--- config.mk ---
export PLATFORM = sky130hd
export DESIGN_NAME = card_slot_renderer
export DESIGN_NICKNAME = d
export VERILOG_FILES = /design/src/rtl/card_slot_renderer.sv
export SDC_FILE = /design/constraint.sdc
export NUM_CORES = 1
export LEC_CHECK = 0
export BUFFER_PORTS_ARGS = -buffer_cell sky130_fd_sc_hd__buf_2
export CORE_MARGIN = 10
export CORE_UTILIZATION = 59
export DETAILED_ROUTE_END_ITERATION = 8
export GPL_ROUTABILITY_DRIVEN = 0
export PLACE_DENSITY = 0.8
export SYNTH_ARGS = -nofsm -noshare
export SYNTH_HDL_FRONTEND = slang
export SYNTH_SLANG_ARGS = --single-unit
--- constraint.sdc ---
create_clock -name pixel_clk -period 9.57 [get_ports pixel_clk]
set_input_delay 1.4355 -clock pixel_clk [delete_from_list [all_inputs] [get_ports pixel_clk]]
set_output_delay 1.4355 -clock pixel_clk [all_outputs]
set_load 0.05 [all_outputs]
--- src/rtl/card_slot_renderer.sv ---
// Card-row renderer: hit-tests the VGA pixel against a row of card slots, fetches
// sprite pixels from an external synchronous ROM and emits RGB444 three cycles later.
module card_slot_renderer #(
  parameter int          N_SLOTS      = 7,
  parameter int          X0           = 80,
  parameter int          Y0           = 360,
  parameter int          SLOT_PITCH   = 48,
  parameter int          CARD_W       = 40,
  parameter int          CARD_H       = 56,
  parameter int          ROM_AW       = 17,
  parameter logic [11:0] BG_COLOR     = 12'h061,
  parameter logic [11:0] BORDER_COLOR = 12'hFFF,
  parameter logic [11:0] HL_COLOR     = 12'hFF0,
  parameter logic [11:0] TRANSPARENT  = 12'hF0F
) (
  input  logic              pixel_clk,
  input  logic              reset,
  input  logic              hs_in,
  input  logic              vs_in,
  input  logic              vde_in,
  input  logic [9:0]        drawX,
  input  logic [9:0]        drawY,
  input  logic              card_we,
  input  logic [2:0]        card_slot,
  input  logic [7:0]        card_code,
  input  logic              sel_en,
  input  logic [2:0]        sel_slot,
  output logic [ROM_AW-1:0] rom_addr,
  input  logic [11:0]       rom_data,
  output logic [3:0]        red,
  output logic [3:0]        green,
  output logic [3:0]        blue,
  output logic              hs_out,
  output logic              vs_out,
  output logic              vde_out
);
  localparam int                 LXW         = $clog2(CARD_W);
  localparam int                 LYW         = $clog2(CARD_H);
  localparam logic [3:0]         N_SLOTS_L   = 4'(N_SLOTS);
  localparam logic signed [11:0] Y0_S        = 12'(Y0);
  localparam logic signed [11:0] CW_S        = 12'(CARD_W);
  localparam logic signed [11:0] CH_S        = 12'(CARD_H);
  localparam logic [LXW-1:0]     LX_LAST     = LXW'(CARD_W - 1);
  localparam logic [LYW-1:0]     LY_LAST     = LYW'(CARD_H - 1);
  localparam logic [ROM_AW-1:0]  SPRITE_SIZE = ROM_AW'(CARD_W * CARD_H);
  localparam logic [ROM_AW-1:0]  ROW_STRIDE  = ROM_AW'(CARD_W);

  function automatic logic [11:0] pick_color(input logic vld, input logic hit, input logic ok,
                                             input logic border, input logic hl,
                                             input logic [11:0] rom);
    if (!vld)               return 12'h000;
    if (!hit || !ok)        return BG_COLOR;
    if (border)             return hl ? HL_COLOR : BORDER_COLOR;
    if (rom == TRANSPARENT) return BG_COLOR;
    return rom;
  endfunction

  // Card tables: game logic writes the shadow copy, the renderer only reads the active copy
  logic [7:0] shadow [N_SLOTS];
  logic [7:0] active [N_SLOTS];
  logic       vs_prev;
  logic       vs_fall;

  assign vs_fall = vs_prev & ~vs_in;

  always_ff @(posedge pixel_clk) begin
    if (reset) begin
      vs_prev <= 1'b1;
      shadow  <= '{default: '0};
      active  <= '{default: '0};
    end else begin
      vs_prev <= vs_in;
      if (vs_fall) active <= shadow;
      if (card_we && ({1'b0, card_slot} < N_SLOTS_L)) shadow[card_slot] <= card_code;
    end
  end

  logic signed [11:0] dx_c;
  logic signed [11:0] dy_c;
  logic               hit_c, card_ok_c, border_c, hl_c;
  logic [2:0]         slot_c;
  logic [LXW-1:0]     lx_c;
  logic [LYW-1:0]     ly_c;
  logic [7:0]         code_c;
  logic [6:0]         sid_c;
  logic [ROM_AW-1:0]  addr_c;

  always_comb begin
    dx_c   = '0;
    hit_c  = 1'b0;
    slot_c = '0;
    lx_c   = '0;
    dy_c   = $signed({2'b00, drawY}) - Y0_S;
    for (int i = 0; i < N_SLOTS; i++) begin
      dx_c = $signed({2'b00, drawX}) - $signed(12'(X0 + i * SLOT_PITCH));
      if (dx_c >= 12'sd0 && dx_c < CW_S && dy_c >= 12'sd0 && dy_c < CH_S) begin
        hit_c  = 1'b1;
        slot_c = 3'(i);
        lx_c   = dx_c[LXW-1:0];
      end
    end
    ly_c      = dy_c[LYW-1:0];
    code_c    = active[slot_c];
    card_ok_c = code_c[7] && (code_c[3:0] != 4'd0) && (code_c[3:0] <= 4'd13);
    // Sprite 52 is the shared card back
    sid_c     = code_c[6] ? (7'(code_c[5:4]) * 7'd13 + 7'(code_c[3:0]) - 7'd1) : 7'd52;
    addr_c    = ROM_AW'(sid_c) * SPRITE_SIZE + ROM_AW'(ly_c) * ROW_STRIDE + ROM_AW'(lx_c);
    border_c  = (lx_c == '0) || (lx_c == LX_LAST) || (ly_c == '0) || (ly_c == LY_LAST);
    hl_c      = sel_en && (sel_slot == slot_c);
  end

  // S1: hit test registered, ROM address issued
  logic hit_p1, card_ok_p1, border_p1, hl_p1, vld_p1, hs_p1, vs_p1;

  always_ff @(posedge pixel_clk) begin
    if (reset) begin
      rom_addr   <= '0;
      hit_p1     <= 1'b0;
      card_ok_p1 <= 1'b0;
      border_p1  <= 1'b0;
      hl_p1      <= 1'b0;
      vld_p1     <= 1'b0;
      hs_p1      <= 1'b1;
      vs_p1      <= 1'b1;
    end else begin
      rom_addr   <= hit_c ? addr_c : '0;
      hit_p1     <= hit_c;
      card_ok_p1 <= card_ok_c;
      border_p1  <= border_c;
      hl_p1      <= hl_c;
      vld_p1     <= vde_in;
      hs_p1      <= hs_in;
      vs_p1      <= vs_in;
    end
  end

  // S2: flags wait alongside the ROM read
  logic hit_p2, card_ok_p2, border_p2, hl_p2, vld_p2, hs_p2, vs_p2;

  always_ff @(posedge pixel_clk) begin
    if (reset) begin
      hit_p2     <= 1'b0;
      card_ok_p2 <= 1'b0;
      border_p2  <= 1'b0;
      hl_p2      <= 1'b0;
      vld_p2     <= 1'b0;
      hs_p2      <= 1'b1;
      vs_p2      <= 1'b1;
    end else begin
      hit_p2     <= hit_p1;
      card_ok_p2 <= card_ok_p1;
      border_p2  <= border_p1;
      hl_p2      <= hl_p1;
      vld_p2     <= vld_p1;
      hs_p2      <= hs_p1;
      vs_p2      <= vs_p1;
    end
  end

  // S3: colour selection into the output register
  logic [11:0] color_p2;

  assign color_p2 = pick_color(vld_p2, hit_p2, card_ok_p2, border_p2, hl_p2, rom_data);

  always_ff @(posedge pixel_clk) begin
    if (reset) begin
      {red, green, blue} <= 12'h000;
      hs_out             <= 1'b1;
      vs_out             <= 1'b1;
      vde_out            <= 1'b0;
    end else begin
      {red, green, blue} <= color_p2;
      hs_out             <= hs_p2;
      vs_out             <= vs_p2;
      vde_out            <= vld_p2;
    end
  end

endmodule

* Yosys cells after proc, flatten, opt, wreduce, memory -nomap -nowiden *
Cells that the tools add are included.
Widths: inputs -> output; s select.

operators by class
  $add $sub $neg = 12
  magnitude comparators = 21
  muxes and demuxes = 45
  divide/modulo/power cells = 0
  multiply operators = 3
  bitwise logic cells = 5
  shift-type cells = 0
  reduce and logical (&&, ||, !) cells = 36
  equal/unequal tests = 4

operators by type and width
  cell                   count
  $mux 12                8
  $ge 11x1->1 const B    8
  $lt 11x7->1 const B    8
  $bwmux 56              1
  $sub 10x9->11 const B  4
  $mux 6                 7
  $sub 10x8->11 const B  3
  $logic_and 1x1->1      26
  $bmux 8 s3             1
  $demux 8 s3            1
  $mux 8                 3
  $add 17x12->17         1
  $add 17x6->17          1
  $mux 1                 17
  $eq 12x12->1 const B   1
  $eq 6x6->1 const B     2
  $logic_not 6->1        2
  $mul 7x6->11 const B   1
  $sub 10x7->11 const B  1
  $mul 6x3->9 const B    1
  $mux 3                 3
  $ge 4x4->1 const B     2
  $not 3->4              2
  $add 6x4->7            1
  15 further kinds       21

storage, ports and cells
  memories = 0
  bits in writable memories = 0
  latch bits = 0
  register bits = 158
  word-level logic and storage cells = 161
  input port bits = 53
  ROM bits = 0

* Depth between registers and ports, before layout *
  word-level depth = 22
  depth in mapped cells = 35
  gate-level depth less buffers = 33

* Least setup slack after synthesis *
Ideal clock, no wire load.

  path type = input to register
  start point = input drawX[6]
  end point = register rom_addr[16]
  data required time = 9.450 ns
  arrival = 8.299 ns
  stages = 35
  buffers on the path = 3
  setup slack = 1.151 ns
  setup time = 0.120 ns
  path through = clkbuf_1 -> inv_1 -> ha_1 -> and3b_1 -> o211ai_1 -> clkbuf_1 -> a31o_1 -> buf_2 -> mux2i_1 -> mux2i_1 -> o221ai_1 -> inv_1 -> fa_1 -> inv_1 -> ha_1 -> inv_1 -> fa_1 -> nor2b_1 -> o21ai_0 -> nand2b_1 -> nand4_1 -> and2_1 -> ha_1 -> ha_1 -> fa_1 -> ha_1 -> inv_1 -> o21bai_1 -> a21o_1 -> a21oi_1 -> xor2_1 -> nor3_1 -> xnor2_1 -> nand3_1 -> nor3b_2

on the way
  cells in the longest elaborated chain, start to end = 22
  elaborated cells on any way between the ends = 75
  those cells by class = 11 x add/sub; 2 x mul; 14 x order compare; 24 x mux; 2 x bitwise; 22 x reduce/logical

RTL lines
  item                                               line  source
  start, declared                                    21    input logic [9:0] drawX,
  $sub 10x8->11                                      95    dx_c = $signed({2'b00, drawX}) - $signed(12'(X0 + i * SLOT_PITCH));
  $ge 11x1->1 / $lt 11x7->1 (equally long branches)  96    if (dx_c >= 12'sd0 && dx_c < CW_S && dy_c >= 12'sd0 && dy_c < CH_S) begin
  $logic_and 1x1->1 (3 in series)                    96
  $mux 1                                             96
  $mux 2 (2 in series)                               96
  $mux 3 (3 in series)                               96
  $not 3->4 (implied by the code)                    103   code_c = active[slot_c];
  $bmux 8 s3                                         103
  $mux 8 (implied by the code) (2 in series)         103
  $mul 2x4->6                                        106   sid_c = code_c[6] ? (7'(code_c[5:4]) * 7'd13 + 7'(code_c[3:0]) - 7'd1) : 7'd52;
  $add 6x4->7                                        106
  $sub 7x1->7                                        106
  $mux 7                                             106
  $mul 7x6->11                                       107   addr_c = ROM_AW'(sid_c) * SPRITE_SIZE + ROM_AW'(ly_c) * ROW_STRIDE + ROM_AW'(lx_c);
  $add 17x12->17                                     107
  $add 17x6->17                                      107
  end signal, assigned                               126   rom_addr <= hit_c ? addr_c : '0;
  end, declared                                      28    output logic [ROM_AW-1:0] rom_addr,

Several ways; a longest one is shown, not always the timed one. The select of a mux whose other input is x is not followed.
A chain may end at the register's enable or synchronous reset.

* Worst setup path after layout *
Same ends and word-level chain as after synthesis.

==> impl_metrics.ini <==
[global_routing]
gr-usage-all-layers_pct = 21.5
antenna_found_initial = 0
grt_max_degree = 117
grt_first_pass_wirelength_um = 32900
first_global_vias = 6745
overflow = 0

[synth]
ys_seq_elements = 158
synth_top_family_by_area = simple AND/OR/NAND/NOR gates
ys_types = 71
synth_most_common_cell = nand2_1
synth-main-ff-cell = dfxtp_1
yosysTopAreaCell = dfxtp_1
synth_edf_count = 0
synth_area_leaders = dfxtp_1 39%, nand2_1 9.4%, ha_1 9.1%
synth_xor_area_share_pct = 3.33
synth_nets = 1100
syn_avg_cell_area_um2 = 8.32
synthCells = 980
synth_mux_area_share_pct = 4.80
synth-compound-area-share_pct = 16.7
async_reset_ff_share_pct = 0
netlist_area_mm2 = 0.00815
ys_top_cells_by_count = 205 x nand2_1, 158 x dfxtp_1, 128 x a21oi_1, 71 x nor2_1, 59 x ha_1
yosys_warnings = 0
ys_seq_area_share_pct = 38.8
yosysTopAreaCellShare_pct = 38.8
synthAdderAreaFrac_pct = 11.0
synth_simple_gate_area_share_pct = 21.2

[sta]
slew_headroom_pct = 22.3
tightest_slew_ns = 1.16
max_freq_mhz = 114
period_minus_slack_ns = 8.75
skew_ns = 0.00729
finalSetupViolCount = 0
slew_viol_final = 0
period_share_pct = 91.4
rsz0062_at_grt = no
hold_viol_final = 0
setup_tns_ns = 0

[min_path]
min-delay-start = hs_p2
min_path_type = flop to flop

[power]
ir_worst_vdd_v = 0.000125
pwr-share-comb_pct = 12.5
p_seq_share_pct = 44.5
p_leak_nw = 3.81
p_sw_share_pct = 27.1
p_switching_w = 0.000410
powerDensity_mw_per_mm2 = 163
p_int_w = 0.00110
p_clk_share_pct = 42.9

[worst_setup_path]
crit_start = drawX[6]
path_class = primary input to flop
critPathMaxStageDelay_ns = 0.60
critPathMaxFanout = 17
path_buf_inv = 6
worst_setup_path_start_kind = primary input
cp_slowest_cell = fa_1
reg2reg_from = active[36]
crit_arrival_ns = 9.05
path_delay_family = adder cells
end_kind = flop
cp_common_cell = ha_1
crit_required_ns = 9.87

[drt]
ant_nets = 0
dr.max_layer_used = met4
drtIter0Drc = 572
met3_length_um = 1460
first_pass_iters = 5
wl_met1_um = 8980
wire_per_inst_um = 16.2
drc = 0
finalWirelength_um = 20000
route.vias.total = 6978
dr_wl_met2_um = 9090
drt-vias-per-instance = 5.64

[final_layout]
fillers = 1149
multi_input_area_mm2 = 0.00466
seq_area_mm2 = 0.00316
layout.nets = 1169
drive_gt1_share_pct = 13.9
areaGrowthSynthToFinish_pct = 13.5
final_cells = 1237
diodes = 0

[clock_network]
cts.clk_slew.worst_paths_ns = 0.06
cts_resized = 0
clock-sinks = 158
postCtsSetupBuffers = 0
cts_hold_buf = 0
cts_buffer_depth = 2
cts_buffers = 17
h-tree-depth = 4
clkLatencyLatePin_ns = 0.43
cts_tree = done
cts-root-buf = clkbuf_16

[die]
die_x_um = 138
pin_count = 85
dieArea_mm2 = 0.0189
rows = 42
initial_core_util_pct = 60.8
dieHeight_um = 138
core_mm2 = 0.0134

[placed_design]
placed_cells = 1206
port_buffers = 84
hpwlAfterDp_um = 14100

[run_status]
outcome = finished, final reports clean

[job]
max_cap_viol_count = 0
power by group through the flow:
stage,clock network (W),registers [W],logic [W]
final,0.000649,0.000673,0.000190
after global routing,0.000680,0.000674,0.000213
after CTS,0.000657,0.000673,0.000188
after detailed placement,0,0.000688,0.000187
after global placement,0,0.000687,0.000183
after floorplan,0,0.000689,0.000135
cells in the final DEF (no fill, tap or decap), types with 14 or more instances in the layout:
cell       netlist  layout
buf_2            4      83
dfxtp_1        158     158
a21oi_1        128     128
nor2b_1         18      17
nand2_1        205     205
ha_1            59      59
inv_1           40      40
mux2i_1         38      38
xnor2_1         22      22
clkbuf_16        0      17
nor2_1          71      71
and2_1          14      14
layer usage:
metal / global-route usage [%] / vias to the layer above
li1: - / 3478
met1: 28.2 / 3195
met2: 33.7 / 251
met3: 4.77 / 54
met4: 8.31 / 0
met5: 0 / -
layout make-up:
cell class | instances | area share [%]
Clock buffer | 17 | 4.60
Clock inverter | 14 | 1.46
Sequential cell | 158 | 34.2
Tap cell | 176 | 2.38
Inverter | 41 | 1.66
Timing Repair Buffer | 94 | 5.38
Multi-Input combinational cell | 737 | 50.3
worst paths after layout:
path | end | slack, ns | cells after the start
hold / removal | hs_out | 0.41 | 1
hold reg to reg | hs_out | 0.41 | 1
setup / recovery | rom_addr[16] | 0.82 | 34
setup reg to reg | rom_addr[16] | 3.29 | 27
sequential cells by signal (all words and copies together) (netlist names):
name and count:
vs_out 1, card_ok_p2 1, green 4, vld_p1 1, rom_addr 17, hs_p2 1, hs_p1 1, card_ok_p1 1
hl_p2 1, hs_out 1, border_p1 1, border_p2 1, hl_p1 1, hit_p1 1, hit_p2 1, active 56
shadow 56, vde_out 1, vs_p2 1, red 4, vld_p2 1, vs_p1 1, blue 4
worst register-to-register path, stage by stage (launching register included):
cell      delay, ns
dfxtp_1        0.33
o31ai_1        0.09
nor3_1         0.10
o31a_1         0.31
o32ai_4        0.42
inv_1          0.15
fa_1           0.60
inv_1          0.06
ha_1           0.29
a21o_1         0.18
a21oi_1        0.16
nor2b_1        0.07
o21a_1         0.16
nor3_1         0.23
o21a_1         0.23
ha_1           0.25
ha_1           0.30
fa_1           0.48
ha_1           0.33
inv_1          0.08
o21bai_1       0.07
a21oi_1        0.23
xnor2_1        0.18
nand3_1        0.14
nor3_1         0.25
xnor2_1        0.20
nand3_1        0.10
nor3b_2        0.15
stage by stage:
| step | utilization (%) | instance area (um2) | setup WS (ns) | hold slack [ns] | total power (W) |
|---|---|---|---|---|---|
| 2_1_floorplan | - | 8150 | 1.15 | 0.389 | 0.000824 |
| 3_3_place_gp | 64.9 | 8690 | 0.776 | 0.393 | 0.000870 |
| 3_5_place_dp | 64.9 | 8690 | 0.536 | 0.399 | 0.000874 |
| 4_1_cts | 69.1 | 9260 | 0.863 | 0.414 | 0.00152 |
| 5_1_grt | 69.1 | 9260 | 0.253 | 0.438 | 0.00157 |
| 6_report | 69.1 | 9260 | 0.821 | 0.412 | 0.00151 |
kinds of logic after synthesis:
| logic type | Yosys count |
|---|---|
| and+or+nand+nor | 382 |
| buffers and inverters | 85 |
| DFF | 158 |
| AOI/OAI and AO/OA | 218 |
| muxes | 39 |
| adders and majority gates | 67 |
| xor gates and xnor gates | 31 |
Power figures use the tool's default switching activity.
